**src/rtl/ldm_p2s_stream.sv**
```systemverilog
// ldm_p2s_stream: block capture with a shadow/active double buffer, feeding
// the LDM line driver either by random-access line select (ADDR mode) or as
// a valid/ready stream of one line per handshake (STREAM mode).
module ldm_p2s_stream #(
  parameter int LINE_W = 16,
  parameter int LINES  = 16,
  parameter int ADDR_W = 4
) (
  input  logic                     clk,
  input  logic                     rst,
  input  logic                     MODE,
  input  logic [LINE_W*LINES-1:0]  PIXEL_DATA,
  input  logic                     PIXEL_DATA_EN,
  output logic                     PIXEL_READY,
  input  logic [ADDR_W-1:0]        LDM_ADDR,
  output logic [LINE_W-1:0]        LDM_LINE_DATA,
  output logic                     LDM_LINE_VALID,
  input  logic                     LDM_LINE_READY,
  output logic [ADDR_W-1:0]        LDM_LINE_IDX,
  output logic                     LDM_LINE_LAST,
  output logic                     FRAME_DONE,
  input  logic                     OVF_CLR,
  output logic                     OVERFLOW
);

  typedef enum logic {S_IDLE = 1'b0, S_STREAM = 1'b1} state_t;

  localparam logic [ADDR_W-1:0] LAST_IDX = ADDR_W'(LINES - 1);

  logic [LINES-1:0][LINE_W-1:0] r_shadow;
  logic [LINES-1:0][LINE_W-1:0] r_active;
  logic                         r_shadow_full;
  logic                         r_frame_done;
  logic                         r_ovf;
  state_t                       r_state;
  logic [ADDR_W-1:0]            r_idx;

  state_t                       w_state_nxt;
  logic [ADDR_W-1:0]            w_idx_nxt;
  logic                         w_shadow_full_nxt;
  logic                         w_reload;
  logic                         w_done_nxt;
  logic                         w_accept;
  logic                         w_valid;
  logic                         w_hs;
  logic [ADDR_W-1:0]            w_rd_idx;
  logic [LINE_W-1:0]            w_rd_data;

  // ADDR mode always takes a block; STREAM mode only while the shadow is free.
  assign PIXEL_READY = MODE ? ~r_shadow_full : 1'b1;
  assign w_accept    = PIXEL_DATA_EN & PIXEL_READY;
  // Leaving STREAM mode kills VALID immediately, before the FSM drops to IDLE.
  assign w_valid     = MODE & (r_state == S_STREAM);
  assign w_hs        = w_valid & LDM_LINE_READY;

  // Next-state logic: idle->stream transfer, per-line advance, zero-bubble reload.
  always_comb begin
    w_state_nxt       = r_state;
    w_idx_nxt         = r_idx;
    w_shadow_full_nxt = r_shadow_full;
    w_reload          = 1'b0;
    w_done_nxt        = 1'b0;
    if (!MODE) begin
      // Random-access mode: stream machinery parked, any pending block dropped.
      w_state_nxt       = S_IDLE;
      w_idx_nxt         = '0;
      w_shadow_full_nxt = 1'b0;
    end else begin
      // Accept is impossible while the shadow is full, so it never collides
      // with the shadow being drained into the active buffer below.
      if (w_accept) w_shadow_full_nxt = 1'b1;
      case (r_state)
        S_IDLE: begin
          if (r_shadow_full) begin
            w_reload          = 1'b1;
            w_shadow_full_nxt = 1'b0;
            w_idx_nxt         = '0;
            w_state_nxt       = S_STREAM;
          end
        end
        S_STREAM: begin
          if (w_hs) begin
            if (r_idx != LAST_IDX) begin
              w_idx_nxt = r_idx + ADDR_W'(1);
            end else begin
              w_done_nxt = 1'b1;
              w_idx_nxt  = '0;
              if (r_shadow_full) begin
                w_reload          = 1'b1;
                w_shadow_full_nxt = 1'b0;
              end else begin
                w_state_nxt = S_IDLE;
              end
            end
          end
        end
        default: w_state_nxt = S_IDLE;
      endcase
    end
  end

  // FSM state, line index, shadow occupancy and frame-done pulse.
  always_ff @(posedge clk) begin
    if (rst) begin
      r_state       <= S_IDLE;
      r_idx         <= '0;
      r_shadow_full <= 1'b0;
      r_frame_done  <= 1'b0;
    end else begin
      r_state       <= w_state_nxt;
      r_idx         <= w_idx_nxt;
      r_shadow_full <= w_shadow_full_nxt;
      r_frame_done  <= w_done_nxt;
    end
  end

  // Block buffers: STREAM loads the shadow, ADDR writes active directly.
  always_ff @(posedge clk) begin
    if (rst) begin
      r_shadow <= '0;
      r_active <= '0;
    end else begin
      if (MODE && w_accept) r_shadow <= PIXEL_DATA;
      if (!MODE && w_accept) r_active <= PIXEL_DATA;
      else if (w_reload)     r_active <= r_shadow;
    end
  end

  // Sticky overflow on a dropped load request; a new drop beats a clear.
  always_ff @(posedge clk) begin
    if (rst)                               r_ovf <= 1'b0;
    else if (PIXEL_DATA_EN && !PIXEL_READY) r_ovf <= 1'b1;
    else if (OVF_CLR)                      r_ovf <= 1'b0;
  end

  // Line read mux; an index with no matching line (ADDR >= LINES) reads 0.
  always_comb begin
    w_rd_idx  = MODE ? r_idx : LDM_ADDR;
    w_rd_data = '0;
    for (int i = 0; i < LINES; i++) begin
      if (w_rd_idx == ADDR_W'(i)) w_rd_data = r_active[i];
    end
  end

  assign LDM_LINE_DATA  = (MODE && !w_valid) ? '0 : w_rd_data;
  assign LDM_LINE_VALID = w_valid;
  assign LDM_LINE_IDX   = w_valid ? r_idx : '0;
  assign LDM_LINE_LAST  = w_valid & (r_idx == LAST_IDX);
  assign FRAME_DONE     = r_frame_done;
  assign OVERFLOW       = r_ovf;

endmodule

```
**config.mk**
```make
export PLATFORM = sky130hd
export DESIGN_NAME = ldm_p2s_stream
export DESIGN_NICKNAME = d
export VERILOG_FILES = /design/src/rtl/ldm_p2s_stream.sv
export SDC_FILE = /design/constraint.sdc
export NUM_CORES = 1
export LEC_CHECK = 0
export CAP_MARGIN = 20
export CORE_ASPECT_RATIO = 0.6
export CORE_MARGIN = 5
export CORE_UTILIZATION = 50
export CTS_CLUSTER_DIAMETER = 30
export DETAILED_ROUTE_END_ITERATION = 7
export PLACE_DENSITY = 0.73
export SLEW_MARGIN = 25
export SYNTH_ARGS = -nofsm -noshare
export SYNTH_HDL_FRONTEND = slang
export SYNTH_SLANG_ARGS = --single-unit
export TNS_END_PERCENT = 100
```
**constraint.sdc**
```tcl
create_clock -name clk -period 5.65 [get_ports clk]
set_clock_uncertainty 0.15 [all_clocks]
set_input_delay 0.8475 -clock clk [delete_from_list [all_inputs] [get_ports clk]]
set_output_delay 0.8475 -clock clk [all_outputs]
set_load 0.005 [all_outputs]
```
-- Word-level counts from Yosys, hierarchy flattened
Index checks and enable logic that the tools add are counted.
- register bits after elaboration: 520
- latch bits: 0
- RAM bits: 0
- bits in read-only memories: 0
- input port bits: 266
- output and inout bits: 25
- logic and storage cells: 120
- memories: 0
- add/sub/neg operators: 1
- multiply operators: 0
- divide/modulo/power cells: 0
- order comparisons: 0
- eq/ne operators: 19
- shift-type cells: 0
- mux-type cells: 42
- bitwise logic cells: 8
- reductions and logical operators: 13
- operator list (cell ; count):
    $mux 256 ; 2
    $mux 16 ; 17
    $eq 4x4->1 const B ; 9
    $mux 4 ; 5
    $eq 4x3->1 const B ; 4
    $mux 1 ; 14
    $eq 4x2->1 const B ; 2
    $pmux 4 s2 ; 1
    $pmux 1 s2 ; 3
    $add 4x1->4 const B ; 1
    $and 1x1->1 ; 4
    $eq 4x1->1 const B ; 1
    $logic_and 1x1->1 ; 4
    $logic_not 4->1 ; 1
    $ne 4x4->1 const B ; 1
    $not 1->1 ; 4
    $reduce_bool 2->1 ; 2
    $reduce_or 4->1 ; 1
    $logic_not 1->1 ; 3
    $ne 2x1->1 const B ; 1
    $ne 2x2->1 const B ; 1
    $reduce_and 2->1 ; 1
    $reduce_or 2->1 ; 1

-- Logic depth before layout (Yosys ltp)
- word-level depth: 19
- mapped depth: 10
- mapped depth without buffers: 6

-- Worst setup path after synthesis
No wires, ideal clock.
- path kind: input-to-output
- start: in MODE
- end: out LDM_LINE_DATA[8]
- data arrival time: 2.474 ns
- required time: 4.653 ns
- setup slack: 2.178 ns
- stages: 8
- path buffers: 2
- path through: buf_6 mux2i_1 buf_6 mux2_4 a222oi_1 o21bai_1 a2111oi_2 nor3_1
- longest elaborated chain between the ends: 19
- elaborated cells on any way between the ends: 37
- those cells by class: eq/ne: 15; mux: 18; bitwise: 1; reduce/logical: 3
- RTL lines (item ; RTL line ; RTL):
    start, declared ; 11 ; input logic MODE,
    $mux 4 ; 138 ; w_rd_idx = MODE ? r_idx : LDM_ADDR;
    $logic_not 4->1 ; 141 ; if (w_rd_idx == ADDR_W'(i)) w_rd_data = r_active[i];
    $mux 16 (16 in a row) ; 141 ;
    $mux 16 (*) ; 145 ; assign LDM_LINE_DATA = (MODE && !w_valid) ? '0 : w_rd_data;
    end, declared ; 16 ; output logic [LINE_W-1:0] LDM_LINE_DATA,
Mark *: on every way between the ends. The rest lies on a longest branch, timed or not.

-- Worst setup path after layout
- start: in MODE
- end: out LDM_LINE_DATA[1]
Same word-level chain as after synthesis.

==> impl_table.tex <==
\begin{tabular}{lr}
\hline
Metric & Value \\
\hline
\multicolumn{2}{l}{\textbf{Status}} \\
\quad Result of the run & finished clean \\
\multicolumn{2}{l}{\textbf{Clock tree}} \\
\quad Number of sinks driven by the clock tree & 520 \\
\quad Clock buffers created by TritonCTS & 72 \\
\quad Root buffer selected by CTS & sky130\_fd\_sc\_hd\_\_clkbuf\_16 \\
\quad Worst skew pair latency & 0.60 ns \\
\quad Number of hold buffers added after cts & 0 \\
\quad Post-CTS Resized & 0 \\
\quad Clock tree from TritonCTS & done \\
\quad Maximum clock path buffer count & 3 \\
\quad Clock slew seen by the registers of the worst setup and hold paths & 0.05 ns \\
\quad Total number of H-tree levels & 3 \\
\quad Post-CTS Setup Bufs & 0 \\
\multicolumn{2}{l}{\textbf{Drt}} \\
\quad Average detailed-routed wire length per instance & 23.63 um \\
\quad Detailed-router iteration count before antenna repair & 6 \\
\quad Average vias per placed instance & 6.090 \\
\quad Number of remaining DRC errors & 0 \\
\quad Final routed wirelength across all metal layers & 88450 um \\
\quad Post-detailed-route count of antenna-violating nets & 0 \\
\quad Detail Route met3 WL & 10160 um \\
\quad DR vias & 22800 \\
\quad M1 WL & 40100 um \\
\quad Drt initial violations & 3210 \\
\quad Met2 wire length & 36660 um \\
\quad Max layer used & met5 \\
\multicolumn{2}{l}{\textbf{Flow run}} \\
\quad Number of max-capacitance violations reported & 0 \\
\multicolumn{2}{l}{\textbf{STA}} \\
\quad Pins over their slew limit & 0 \\
\quad Setup repair after global routing missed its margin & false \\
\quad Hold Vio Cnt, Final & 0 \\
\quad Slew HR & 40.35\% \\
\quad Min Clock Period, post-route & 5.363 ns \\
\quad Achievable clock frequency & 186.5 MHz \\
\quad Setup ws final & 0.2867 ns \\
\quad Final Cycle Share & 94.93\% \\
\quad Worst Max-Slew Pin Slew & 0.8948 ns \\
\quad Finish-stage setup viols & 0 \\
\quad Total negative slack for setup checks & 0 ns \\
\multicolumn{2}{l}{\textbf{Setup path}} \\
\quad Startpoint of the most critical register-to-register path & r\_idx[1] \\
\quad Crit path capture type & output port \\
\quad Crit path max-delay family & buffers and inverters \\
\quad Number of buffers and inverters on the critical path & 4 \\
\quad Setup crit start kind & primary input \\
\quad Crit path DAT & 4.37 ns \\
\quad Slowest stage delay, CP & 0.64 ns \\
\quad Worst setup endpoint & LDM\_LINE\_DATA[1] \\
\quad Required time of the critical path & 4.65 ns \\
\quad Logic depth of the worst path, buffers included & 10 \\
\quad Category of the most critical setup path & primary input to output port \\
\quad FF-to-FF End & r\_active[86] \\
\quad Crit-path slowest cell & sky130\_fd\_sc\_hd\_\_clkdlybuf4s50\_1 \\
\quad Worst reg2reg setup slack & 2.18 ns \\
\quad Largest fanout of any net on the critical path & 24 \\
\quad Launch point of the worst path & MODE \\
\quad Cell-by-cell trace of the critical path & clkdlybuf4s50\_1 > buf\_4 > and3b\_1 > a21o\_1 > buf\_4 > a21o\_1 > a221oi\_1 > and3\_1 > a311oi\_1 > clkdlybuf4s50\_1 \\
\quad Cell count of the worst reg-to-reg path & 7 \\
\multicolumn{2}{l}{\textbf{Power}} \\
\quad Leakage power & 9.817 nW \\
\quad Sequential cell fraction of total power & 41.6\% \\
\quad Logic pwr share & 11.3\% \\
\quad Pwr dens & 353.1 nW/um\^{}2 \\
\quad Max rail drop VDD & 0.2383 mV \\
\quad Net switching fraction of the power & 27.34\% \\
\quad Switching power summed over all nets & 2.725 mW \\
\quad Cell-internal power & 7.243 mW \\
\quad Clock power share & 47.1\% \\
\multicolumn{2}{l}{\textbf{Placed design}} \\
\quad Post-DP HPWL & 61810 um \\
\quad Final weighted congestion in routability-driven placement & 0.9973 \\
\quad Worst-case setup slack after placement & 0.2404 ns \\
\quad Total of buffers placed on input and output ports & 290 \\
\multicolumn{2}{l}{\textbf{GRT}} \\
\quad Overall Global Routing Usage & 33.86\% \\
\quad Number of global-route vias before repair & 20500 \\
\quad Number of antenna violations at the first check in global routing & 6 \\
\quad Pin count of the biggest net entering global routing & 151 \\
\quad First-pass GRT wire length & 130200 um \\
\quad Overall overflow remaining after global route & 0 \\
\multicolumn{2}{l}{\textbf{Floorplan}} \\
\quad Die H & 174.5 um \\
\quad Initial core utilization & 50.47\% \\
\quad Rows & 60 \\
\quad Core Region & 44670 sq um \\
\quad Width of the die & 284.1 um \\
\quad Number of top-level design ports & 291 \\
\quad Die ar. & 49570 sq um \\
\multicolumn{2}{l}{\textbf{Yosys}} \\
\quad Number of flops mapped to enable cells by yosys & 0 \\
\quad Syn nets & 3208 \\
\quad Synth unique cells & 60 \\
\quad Flops \& latches, synth & 520 \\
\quad Fraction of the yosys area taken by sequential cells & 46.18\% \\
\quad Post-Synthesis Cells & 2941 \\
\quad Syn Std Cell Area & 22540 sq um \\
\quad Total number of yosys warnings & 0 \\
\quad Primary flip-flop cell chosen by synthesis mapping & sky130\_fd\_sc\_hd\_\_dfxtp\_1 \\
\quad Mapped Avg Cell Area & 7.665 sq um \\
\quad Share of async-settable or async-resettable flops after synthesis & 0\% \\
\multicolumn{2}{l}{\textbf{Hold path}} \\
\quad HP Class & flip-flop to flip-flop \\
\multicolumn{2}{l}{\textbf{Final layout}} \\
\quad Area Overhead vs Synth & 25.22\% \\
\quad Fraction of final layout cells with drive strength greater than 1 & 7.011\% \\
\quad Fillcell total & 3760 \\
\quad Number of nets at the end of the flow & 3362 \\
\hline
\end{tabular}
## cells by family after synthesis
group | after synthesis | synth area share [%]
simple gates | 1402 | 23.95
compound gates | 696 | 21.47
flops | 520 | 46.18
buf+inv | 270 | 5.128
mux | 52 | 3.225
fa+ha+maj | 1 | 0.05549
## metrics by stage
stage	instance area, sq um	util, %	cells	power [mW]	hold WS, ns
after floorplan	22540	-	2941	4.710	0.2866
after global placement	25680	57.49	3609	5.282	0.2914
after detailed placement	25680	57.49	3609	5.302	0.2965
after CTS	28200	63.14	3740	9.961	0.3040
after global routing	28230	63.19	3742	10.27	0.3153
final	28230	63.20	3743	9.968	0.3033
## cell usage in the layout, fill, tap and decap left out, drive strengths merged, types with 4 or more instances in the layout
| cell type | instances |
|---|---|
| a31oi | 8 |
| dfxtp | 520 |
| o22ai | 11 |
| nand3 | 8 |
| o221ai | 9 |
| mux4 | 15 |
| mux2i | 28 |
| a22oi | 19 |
| or2 | 4 |
| nor2 | 283 |
| nand2b | 5 |
| nand2 | 1061 |
| buf | 57 |
| o21ai | 39 |
| clkinvlp | 10 |
| inv | 19 |
| a311oi | 262 |
| clkinv | 14 |
| o2bb2ai | 9 |
| and3b | 4 |
| a221oi | 13 |
| a21o | 7 |
| clkbuf | 84 |
| nor3 | 13 |
| clkdlybuf4s50 | 289 |
| a211oi | 8 |
| and3 | 11 |
| a21oi | 283 |
| bufinv | 8 |
| mux2 | 9 |
## worst min-delay path by stage
stage | start | cells past startpoint | slack (ns) | end
after global routing | r_shadow[62] | 2 | 0.32 | r_shadow[62]
final | r_shadow[62] | 2 | 0.30 | r_shadow[62]
after floorplan | r_shadow[0] | 2 | 0.29 | r_shadow[0]
after CTS | r_shadow[203] | 2 | 0.30 | r_shadow[203]
after detailed placement | r_shadow[144] | 2 | 0.30 | r_shadow[144]
after global placement | r_shadow[100] | 2 | 0.29 | r_shadow[100]
## layout make-up
cell class / instances / area, sq um / share of cell area [%]
Timing Repair Buffer: 346 / 3503 / 12.41
Clock inverter: 47 / 595.6 / 2.110
Sequential cell: 520 / 10410 / 36.88
Inverter: 4 / 15.01 / 0.05319
Tap cell: 589 / 737.0 / 2.611
Antenna cell: 2 / 5.005 / 0.01773
Multi-Input combinational cell: 2151 / 11040 / 39.09
Clock buffer: 84 / 1928 / 6.830
## Yosys cell counts (14+ instances only)
library cell               instances  area [sq um]
sky130_fd_sc_hd__buf_1            14         52.55
sky130_fd_sc_hd__a311oi_1        262          2295
sky130_fd_sc_hd__dfxtp_1         520         10410
sky130_fd_sc_hd__clkbuf_1        187         701.9
sky130_fd_sc_hd__buf_2            54         270.3
sky130_fd_sc_hd__nor2_1          283          1062
sky130_fd_sc_hd__o21ai_0          37         185.2
sky130_fd_sc_hd__nand2_1        1061          3983
sky130_fd_sc_hd__a22oi_1          19         142.6
sky130_fd_sc_hd__mux2i_1          28         280.3
sky130_fd_sc_hd__mux4_2           14         315.3
sky130_fd_sc_hd__a21oi_1         283          1416
## per-layer routing
metal  vias up  GRT usage [%]
met4         4          6.927
li1      10490              -
met5         -              0
met1     11060          52.87
met2      1130          47.55
met3       112          7.562
## worst register-to-register path, delay by kind of cell, from the launching register on
family	cells	cell delay [ns]
compound gates	3	1.12
fa+ha+maj	1	0.31
buf+inv	1	0.57
flops	1	0.72
simple gates	2	0.48
## flip-flops by register name, summed over array words and instances, names as in the netlist
register and cells:
r_shadow_full 1, r_active 256, FRAME_DONE 1, r_idx 4
r_state 1, OVERFLOW 1, r_shadow 256
## power groups by stage
stage	clock network (mW)	registers, mW	logic (mW)
after floorplan	0	4.05	0.661
after global placement	0	4.20	1.08
after detailed placement	0	4.20	1.10
after CTS	4.73	4.13	1.11
after global routing	4.90	4.15	1.22
final	4.70	4.15	1.12
Power figures use the tool's default switching activity.
